## src/rtl/mips_pkg.sv

```systemverilog
// Shared definitions for the memory-port arbiter: bus width defaults and
// the arbiter state encoding.
package mips_pkg;

   localparam int MIPS_AW = 32;
   localparam int MIPS_DW = 32;

   typedef logic [1:0] arb_state_t;

   // Arbiter states
   localparam arb_state_t IDLE    = 2'd0;
   localparam arb_state_t GRANT_I = 2'd1;
   localparam arb_state_t GRANT_D = 2'd2;
   localparam arb_state_t RESP    = 2'd3;

endpackage

```

## src/rtl/mem_timeout_ctr.sv

```systemverilog
// Counts cycles spent waiting for a memory acknowledge. Cleared on every
// grant; saturates at TIMEOUT-1, where expired is raised.
module mem_timeout_ctr
   import mips_pkg::*;
#(
   parameter int TIMEOUT = 16
) (
   input  logic clk,
   input  logic reset,
   input  logic clear,
   input  logic enable,
   output logic expired
);

   localparam int CW = (TIMEOUT > 1) ? $clog2(TIMEOUT) : 1;
   localparam logic [CW-1:0] LAST = CW'(TIMEOUT - 1);

   logic [CW-1:0] cnt_q;
   logic [CW-1:0] cnt_d;

   assign expired = (cnt_q == LAST);

   // Next count: clear wins, otherwise step while enabled and not yet at the limit
   always_comb begin
      cnt_d = cnt_q;
      if (clear) begin
         cnt_d = '0;
      end else if (enable && !expired) begin
         cnt_d = cnt_q + 1'b1;
      end
   end

   // Counter register
   always_ff @(posedge clk) begin
      if (reset) begin
         cnt_q <= '0;
      end else begin
         cnt_q <= cnt_d;
      end
   end

endmodule

```

## src/rtl/mem_port_arbiter.sv

```systemverilog
// Shares one memory port between instruction fetch (I) and the MEM stage (D).
// Data requests win over fetch because the MEM-stage instruction is older.
// Every Mem* and Ready output comes straight from a flop, so there is no
// combinational path from the request inputs to the memory side.
//
// Handshake: a requester raises xReq and holds it (with address/data) until it
// sees xReady; address/data are captured only on the grant edge. MemReq stays
// high until the cycle MemAck is seen or the timeout expires; MemRData is
// taken only in the MemAck cycle. xReady is a one-cycle pulse, with Err
// alongside it if the access was abandoned on timeout.
module mem_port_arbiter
   import mips_pkg::*;
#(
   parameter int AW      = MIPS_AW,
   parameter int DW      = MIPS_DW,
   parameter int TIMEOUT = 16
) (
   input  logic          Clk,
   input  logic          Reset,
   input  logic          IReq,
   input  logic [AW-1:0] IAddr,
   output logic [DW-1:0] IRData,
   output logic          IReady,
   input  logic          DReq,
   input  logic          DWE,
   input  logic [AW-1:0] DAddr,
   input  logic [DW-1:0] DWData,
   output logic [DW-1:0] DRData,
   output logic          DReady,
   output logic          MemReq,
   output logic          MemWE,
   output logic [AW-1:0] MemAddr,
   output logic [DW-1:0] MemWData,
   input  logic [DW-1:0] MemRData,
   input  logic          MemAck,
   output logic          Err
);

   arb_state_t    state_q,     state_d;
   logic          mem_req_q,   mem_req_d;
   logic          mem_we_q,    mem_we_d;
   logic [AW-1:0] mem_addr_q,  mem_addr_d;
   logic [DW-1:0] mem_wdata_q, mem_wdata_d;
   logic [DW-1:0] i_rdata_q,   i_rdata_d;
   logic [DW-1:0] d_rdata_q,   d_rdata_d;
   logic          i_ready_q,   i_ready_d;
   logic          d_ready_q,   d_ready_d;
   logic          err_q,       err_d;

   logic ctr_clear;
   logic ctr_en;
   logic ctr_expired;

   mem_timeout_ctr #(
      .TIMEOUT (TIMEOUT)
   ) u_timeout_ctr (
      .clk     (Clk),
      .reset   (Reset),
      .clear   (ctr_clear),
      .enable  (ctr_en),
      .expired (ctr_expired)
   );

   // Arbitration and transaction sequencing; Ready/Err default low so they pulse
   always_comb begin
      state_d     = state_q;
      mem_req_d   = mem_req_q;
      mem_we_d    = mem_we_q;
      mem_addr_d  = mem_addr_q;
      mem_wdata_d = mem_wdata_q;
      i_rdata_d   = i_rdata_q;
      d_rdata_d   = d_rdata_q;
      i_ready_d   = 1'b0;
      d_ready_d   = 1'b0;
      err_d       = 1'b0;
      ctr_clear   = 1'b0;
      ctr_en      = 1'b0;
      case (state_q)
         IDLE: begin
            if (DReq) begin
               state_d     = GRANT_D;
               mem_req_d   = 1'b1;
               mem_we_d    = DWE;
               mem_addr_d  = DAddr;
               mem_wdata_d = DWData;
               ctr_clear   = 1'b1;
            end else if (IReq) begin
               state_d     = GRANT_I;
               mem_req_d   = 1'b1;
               mem_we_d    = 1'b0;
               mem_addr_d  = IAddr;
               mem_wdata_d = '0;
               ctr_clear   = 1'b1;
            end
         end
         GRANT_I, GRANT_D: begin
            if (MemAck || ctr_expired) begin
               state_d   = RESP;
               mem_req_d = 1'b0;
               if (state_q == GRANT_D) begin
                  d_ready_d = 1'b1;
               end else begin
                  i_ready_d = 1'b1;
               end
            end else begin
               ctr_en = 1'b1;
            end
            // An ack in the last counter cycle still counts as a completion
            if (MemAck) begin
               if (state_q == GRANT_I) begin
                  i_rdata_d = MemRData;
               end else if (!mem_we_q) begin
                  d_rdata_d = MemRData;
               end
            end else if (ctr_expired) begin
               err_d = 1'b1;
               if (state_q == GRANT_I) begin
                  i_rdata_d = '0;
               end else begin
                  d_rdata_d = '0;
               end
            end
         end
         RESP: begin
            state_d = IDLE;
         end
         default: begin
            state_d = IDLE;
         end
      endcase
   end

   // State and registered outputs; reset abandons any transaction in flight
   always_ff @(posedge Clk) begin
      if (Reset) begin
         state_q     <= IDLE;
         mem_req_q   <= 1'b0;
         mem_we_q    <= 1'b0;
         mem_addr_q  <= '0;
         mem_wdata_q <= '0;
         i_rdata_q   <= '0;
         d_rdata_q   <= '0;
         i_ready_q   <= 1'b0;
         d_ready_q   <= 1'b0;
         err_q       <= 1'b0;
      end else begin
         state_q     <= state_d;
         mem_req_q   <= mem_req_d;
         mem_we_q    <= mem_we_d;
         mem_addr_q  <= mem_addr_d;
         mem_wdata_q <= mem_wdata_d;
         i_rdata_q   <= i_rdata_d;
         d_rdata_q   <= d_rdata_d;
         i_ready_q   <= i_ready_d;
         d_ready_q   <= d_ready_d;
         err_q       <= err_d;
      end
   end

   assign MemReq   = mem_req_q;
   assign MemWE    = mem_we_q;
   assign MemAddr  = mem_addr_q;
   assign MemWData = mem_wdata_q;
   assign IRData   = i_rdata_q;
   assign DRData   = d_rdata_q;
   assign IReady   = i_ready_q;
   assign DReady   = d_ready_q;
   assign Err      = err_q;

endmodule

```

## config.mk

```make
export PLATFORM = sky130hd
export DESIGN_NAME = mem_port_arbiter
export DESIGN_NICKNAME = d
export VERILOG_FILES = /design/src/rtl/mips_pkg.sv /design/src/rtl/mem_timeout_ctr.sv /design/src/rtl/mem_port_arbiter.sv
export SDC_FILE = /design/constraint.sdc
export NUM_CORES = 1
export LEC_CHECK = 0
export CAP_MARGIN = 20
export CELL_PAD_IN_SITES_DETAIL_PLACEMENT = 1
export CELL_PAD_IN_SITES_GLOBAL_PLACEMENT = 1
export CORE_AREA = 2 2 128 155
export CTS_CLUSTER_SIZE = 20
export DETAILED_ROUTE_END_ITERATION = 6
export DIE_AREA = 0 0 130 157
export GPL_TIMING_DRIVEN = 0
export PLACE_DENSITY = 0.84
export SKIP_CTS_REPAIR_TIMING = 1
export SLEW_MARGIN = 40
export SYNTH_ARGS = -nofsm -noshare
export SYNTH_HDL_FRONTEND = slang
export SYNTH_HIERARCHICAL = 1
export SYNTH_SLANG_ARGS = --single-unit
```

## constraint.sdc

```tcl
create_clock -name Clk -period 3.4 [get_ports Clk]
set_input_delay 0.34 -clock Clk [delete_from_list [all_inputs] [get_ports Clk]]
set_output_delay 0.34 -clock Clk [all_outputs]
set_load 0.03 [all_outputs]
```

==> flow_summary_export.csv, run 1 <==
group,metric,value,unit
clock_tree,cts_buffer_depth,2,
floorplan,core-area,18800,um^2
logic_synthesis,synth_compound_area_share,17.1,%
timing,finalCritPeriodShare,60.3,%
worst_setup_path,slowest_delay,0.57,ns
run_status,status,"finished clean",
final_layout,drive_gt1_share,11.2,%
worst_setup_path,worstPathRequired,3.70,ns
clock_tree,cts.sinks,139,
clock_tree,worstSkewPairLatency,0.42,ns
worst_setup_path,criticalPathCategory,"flop to flop",
logic_synthesis,synth_fp_nets,699,
worst_setup_path,worstPathArrival,2.35,ns
logic_synthesis,synth_flop_cell,"dfxtp_1",
logic_synthesis,yosysWarnings,6,
floorplan,dieArea,20400,um^2
worst_setup_path,startpoint_type,"flop",
final_layout,syn2layout_area_growth,64.3,%
timing,maxSlewHeadroom,50.8,%
logic_synthesis,ys_seq_area_share,50.1,%
global_routing,grt_pass1_vias,5688,
timing,period_needed,2.05,ns
logic_synthesis,synth_fa_ha_area_share,1.13,%
timing,setup_violations,0,
clock_tree,cts_tree,"built",
final_layout,diodes,0,
place,routabilityCongestion,0.776,
global_routing,grt_max_degree,17,
place,port_buffers,265,
logic_synthesis,synth_cells,560,
worst_setup_path,ff2ff_setup_slack,1.35,ns
drt,vias,5345,
clock_tree,root_buffer,"clkbuf_16",
worst_setup_path,worstPathCellList,"inv_1 -> ha_1 -> nor3b_2 -> nand4_1 -> o211ai_2 -> o41ai_2",
logic_synthesis,synth.most_common_cell,"dfxtp_1",
logic_synthesis,yosys.area_share.simple,15.0,%
clock_tree,numCtsBuffers,17,
drt,ant_nets,0,
timing,final-hold-violation-count,0,
logic_synthesis,syn_area_per_cell,9.91,um^2
timing,finClkSkew,0.00973,ns
logic_synthesis,synth_top_area_share,50.1,%
place,dpl.hpwl,15.3,mm
logic_synthesis,synth_top_family_by_area,"compound AO/OA/AOI/OAI gates",
global_routing,globalRouteOverflowTotal,0,
floorplan,die_y,157,um
global_routing,antenna_found_initial,0,
logic_synthesis,synth-xor-area-share,0,%
final_layout,final_nets,983,
pwr,ir_drop,0.327,mV
flow_run,cap_violations,0,
logic_synthesis,yosysTopAreaCell,"dfxtp_1",
worst_setup_path,end_kind,"flop",
worst_setup_path,worstPathMaxFanout,11,
floorplan,ios,267,
pwr,power.total,6.63,mW
floorplan,placement_rows,55,
timing,rsz0062_at_grt,"no",
logic_synthesis,synth-edff-count,0,
floorplan,die_w,130,um
timing,worstMarginPinSlew,0.737,ns
floorplan,initial_core_util,29.6,%
logic_synthesis,async_reset_ff_share,0,%
drt,viasPerCell,4.80,
drt,wirelength,19.7,mm
drt,dr.pass1.iters,6,
timing,fmax,487,MHz
logic_synthesis,synth_commonest_cells,"139 x dfxtp_1, 68 x nor2_1, 65 x nand3_1",
logic_synthesis,synth.area.mux_share,11.5,%
worst_setup_path,slowest_stage,"nor3b_2",
drt,drc,0,
global_routing,grtUsageTotal,19.1,%
clock_tree,htreeDepth,4,
timing,maxSlewViolCount,0,
logic_synthesis,synth_cell_types,38,
pwr,power.leakage,3.54,nW
clock_tree,clk_pin_slew,0.06,ns
drt,initialDrtViolationCount,163,
logic_synthesis,yosys_register_bits,139,
drt,wl_per_cell,17.7,um
timing,tns,0,ns
global_routing,grt_pass1_wl,30.2,mm
pwr,powerDensity,727,nW/um^2
min_path,holdCritPathClass,"input pin to flop",
logic_synthesis,syn_area,5550,um^2
logic_synthesis,yosys-top-cells-area,"dfxtp_1 50%, mux2i_1 12%, a211oi_2 6.5%, nand3_1 5.9%, nor2_1 4.6%",
[state kept, by name, indices dropped and copies added, names as in the netlist]
name	cells
DRData	32
DReady	1
Err	1
IRData	32
IReady	1
MemAddr	32
MemReq	1
MemWData	32
MemWE	1
state_q	2
u_timeout_ctr/cnt_q	4
[placed cells by master, fill, tap and decap left out, types with 2 or more instances in the layout]
master / synthesis / routed
o21ai_4: 2 / 2
clkinvlp_4: 0 / 3
inv_2: 3 / 3
nor2_1: 68 / 68
clkbuf_1: 22 / 24
buf_2: 17 / 17
a22oi_1: 33 / 33
o211ai_2: 2 / 2
clkdlybuf4s50_1: 0 / 265
dfxtp_1: 139 / 139
clkinv_4: 0 / 2
inv_6: 0 / 3
inv_1: 3 / 3
nor2b_1: 2 / 2
nand4b_1: 2 / 2
o21a_1: 2 / 2
o21ai_0: 34 / 34
a211oi_2: 29 / 29
clkinv_2: 0 / 2
a211oi_1: 4 / 4
buf_6: 7 / 7
nand2_1: 36 / 36
bufinv_16: 0 / 3
nand2b_1: 2 / 2
nor3b_1: 2 / 2
ha_1: 5 / 5
buf_1: 2 / 2
mux2i_1: 64 / 64
clkbuf_16: 0 / 17
nand3_1: 65 / 65
[critical path: cells and delay by family, from the launching register on]
family	cells	cell delay (ns)
flops	1	0.36
compound gates	2	0.29
buf+inv	1	0.09
simple gates	2	0.82
fa+ha+maj	1	0.38
[worst paths after layout]
check / startpoint / depth (start not counted) / to
worst max-delay path: state_q[0] / 6 / u_timeout_ctr/cnt_q[3]
worst min-delay path: DReq / 3 / MemAddr[1]
worst max register to register: state_q[0] / 6 / u_timeout_ctr/cnt_q[3]
worst min register to register: DRData[19] / 2 / DRData[19]
[final cells by class]
class / instances / area (um^2)
repair buffers: 265 / 2650
plain buffers: 49 / 262
well taps: 256 / 320
fillers: 2100 / 9660
clock buffers: 19 / 433
flip-flops and latches: 139 / 2780
clock inverters: 13 / 166
inverters: 6 / 22.5
multi-input cells: 366 / 2480
[per-layer routing]
metal / wire, um / GRT usage (%) / up-vias
met4: 405 / 6.71 / 0
li1: - / - / 2557
met2: 9750 / 34.5 / 234
met3: 2310 / 8.40 / 31
met1: 7270 / 19.5 / 2523
met5: 0 / 0 / -
[where the power goes]
group / total, mW / switching [mW] / internal (mW)
Clock: 1.92 / 0.757 / 1.16
Sequential: 2.07 / 0.153 / 1.92
Combinational: 2.64 / 1.53 / 1.11
[cell families after synthesis]
kind of cell             after synthesis
AND/OR/NAND/NOR                      184
flip-flops                           139
AO/OA/AOI/OAI                        113
multiplexers                          64
buffers and inverters                 55
adder cells (fa/ha/maj)                5
[metrics by stage]
stage | hold slack, ns | instances | utilization (%) | instance area, um^2 | setup slack (ns)
global placement | 0.445 | 1081 | 45.4 | 8520 | 1.22
CTS | 0.407 | 1113 | 48.6 | 9120 | 1.30
finish | 0.430 | 1113 | 48.6 | 9120 | 1.35
floorplan | 0.438 | 560 | - | 5550 | 1.65
global route | 0.457 | 1113 | 48.6 | 9120 | 1.16
detailed placement | 0.456 | 1081 | 45.4 | 8520 | 1.17
Power figures use the tool's default switching activity.
==> run 2: changes to the inputs <==
==> constraint.sdc (replaced) <==
create_clock -name Clk -period 1.98 [get_ports Clk]
set_input_delay 0.198 -clock Clk [delete_from_list [all_inputs] [get_ports Clk]]
set_output_delay 0.198 -clock Clk [all_outputs]
set_load 0.03 [all_outputs]
==> run 2 against run 1 <==
  * Count of clock-buffer cells in the layout unchanged
  * Routed wire length up 0.35%
  * Via count is 0.17% lower
  * Largest cell class unchanged
  * Maximum frequency is 9.9% higher
  * Combinational power grew 74%
==> flow_summary_export.csv, run 2 (synthesis results as in run 1) <==
group,metric,value,unit
min_path,holdCritPathClass,"input pin to flop",
global_routing,grt_pass1_vias,5688,
place,port_buffers,265,
drt,dr.pass1.iters,6,
worst_setup_path,worstPathArrival,2.15,ns
pwr,powerDensity,1250,nW/um^2
floorplan,dieArea,20400,um^2
worst_setup_path,worstPathMaxFanout,10,
global_routing,antenna_found_initial,0,
drt,ant_nets,0,
floorplan,ios,267,
clock_tree,cts_tree,"built",
timing,setup_violations,0,
run_status,status,"finished clean",
final_layout,fin_cells,1115,
clock_tree,clk_pin_slew,0.07,ns
floorplan,die_w,130,um
final_layout,layout_common_cells,"265 x clkdlybuf4s50_1, 139 x dfxtp_1, 67 x nor2_1",
final_layout,final_nets,985,
timing,worstMarginPinSlew,0.739,ns
drt,wl_per_cell,17.8,um
place,routabilityCongestion,0.776,
pwr,power.total,11.5,mW
pwr,ir_drop,0.561,mV
worst_setup_path,end_kind,"flop",
clock_tree,htreeDepth,4,
worst_setup_path,criticalPathCategory,"flop to flop",
drt,initialDrtViolationCount,173,
global_routing,grt_pass1_wl,30.2,mm
drt,vias,5336,
drt,drc,0,
flow_run,cap_violations,0,
timing,maxSlewViolCount,0,
place,placed_cell_area,8520,um^2
timing,finClkSkew,0.00997,ns
final_layout,drive_gt1_share,11.8,%
clock_tree,numCtsBuffers,17,
floorplan,initial_core_util,29.6,%
timing,finalCritPeriodShare,94.3,%
floorplan,core-area,18800,um^2
final_layout,syn2layout_area_growth,65.0,%
final_layout,final_common_cell,"clkdlybuf4s50_1",
clock_tree,worstSkewPairLatency,0.42,ns
floorplan,die_y,157,um
pwr,power.leakage,3.55,nW
final_layout,final_cell_area,9160,um^2
worst_setup_path,worstPathRequired,2.26,ns
worst_setup_path,startpoint_type,"flop",
drt,wirelength,19.8,mm
timing,holdWs,0.289,ns
clock_tree,cts_buffer_depth,2,
timing,final-hold-violation-count,0,
place,dpl.hpwl,15.3,mm
clock_tree,cts.sinks,139,
final_layout,diodes,0,
global_routing,globalRouteOverflowTotal,0,
place,post-place-cells,1081,
timing,maxSlewHeadroom,50.7,%
timing,fmax,536,MHz
clock_tree,root_buffer,"clkbuf_16",
drt,viasPerCell,4.79,
timing,tns,0,ns
global_routing,grtUsageTotal,19.1,%
timing,period_needed,1.87,ns
floorplan,placement_rows,55,
global_routing,grt_max_degree,17,
run 2: cell type report:
| cell class | count | area (um^2) |
|---|---|---|
| fill | 2101 | 9630 |
| inverter | 6 | 22.5 |
| clock inverter | 13 | 166 |
| multi-input combinational | 366 | 2500 |
| sequential | 139 | 2780 |
| buffer | 49 | 264 |
| clock buffer | 19 | 433 |
| tap | 256 | 320 |
| timing repair buffer | 267 | 2670 |
run 2: layer usage:
layer  track usage, %  share of wire [%]
met2             34.5                 49
met1             19.5                 37
met4             6.71                1.9
met5                0                  0
met3             8.40                 11
run 2: power by group:
group / total, mW / switching (mW) / internal (mW)
registers: 3.56 / 0.262 / 3.29
logic: 4.60 / 2.66 / 1.94
clock network: 3.29 / 1.30 / 1.99
run 2: final timing paths:
kind                                             start          to  slack, ns  depth (start not counted)
worst max register to register  u_timeout_ctr/cnt_q[0]  IRData[22]       0.11                          6
worst max-delay path            u_timeout_ctr/cnt_q[0]  IRData[22]       0.11                          6
worst min register to register              DRData[19]  DRData[19]       0.46                          2
worst min-delay path                              DReq  MemAddr[1]       0.29                          3
run 2: critical path, stage by stage, from the launching register on:
cell	delay, ns
dfxtp_1	0.35
ha_1	0.25
nand3_2	0.11
inv_2	0.11
o211ai_4	0.35
clkbuf_1	0.37
o21ai_0	0.19
run 2: through the flow:
| step | setup WS [ns] | util, % |
|---|---|---|
| 2_1_floorplan | 0.231 | - |
| 3_3_place_gp | -0.0599 | 45.4 |
| 3_5_place_dp | -0.106 | 45.4 |
| 4_1_cts | -0.118 | 48.6 |
| 5_1_grt | -0.000544 | 48.8 |
| 6_report | 0.113 | 48.8 |
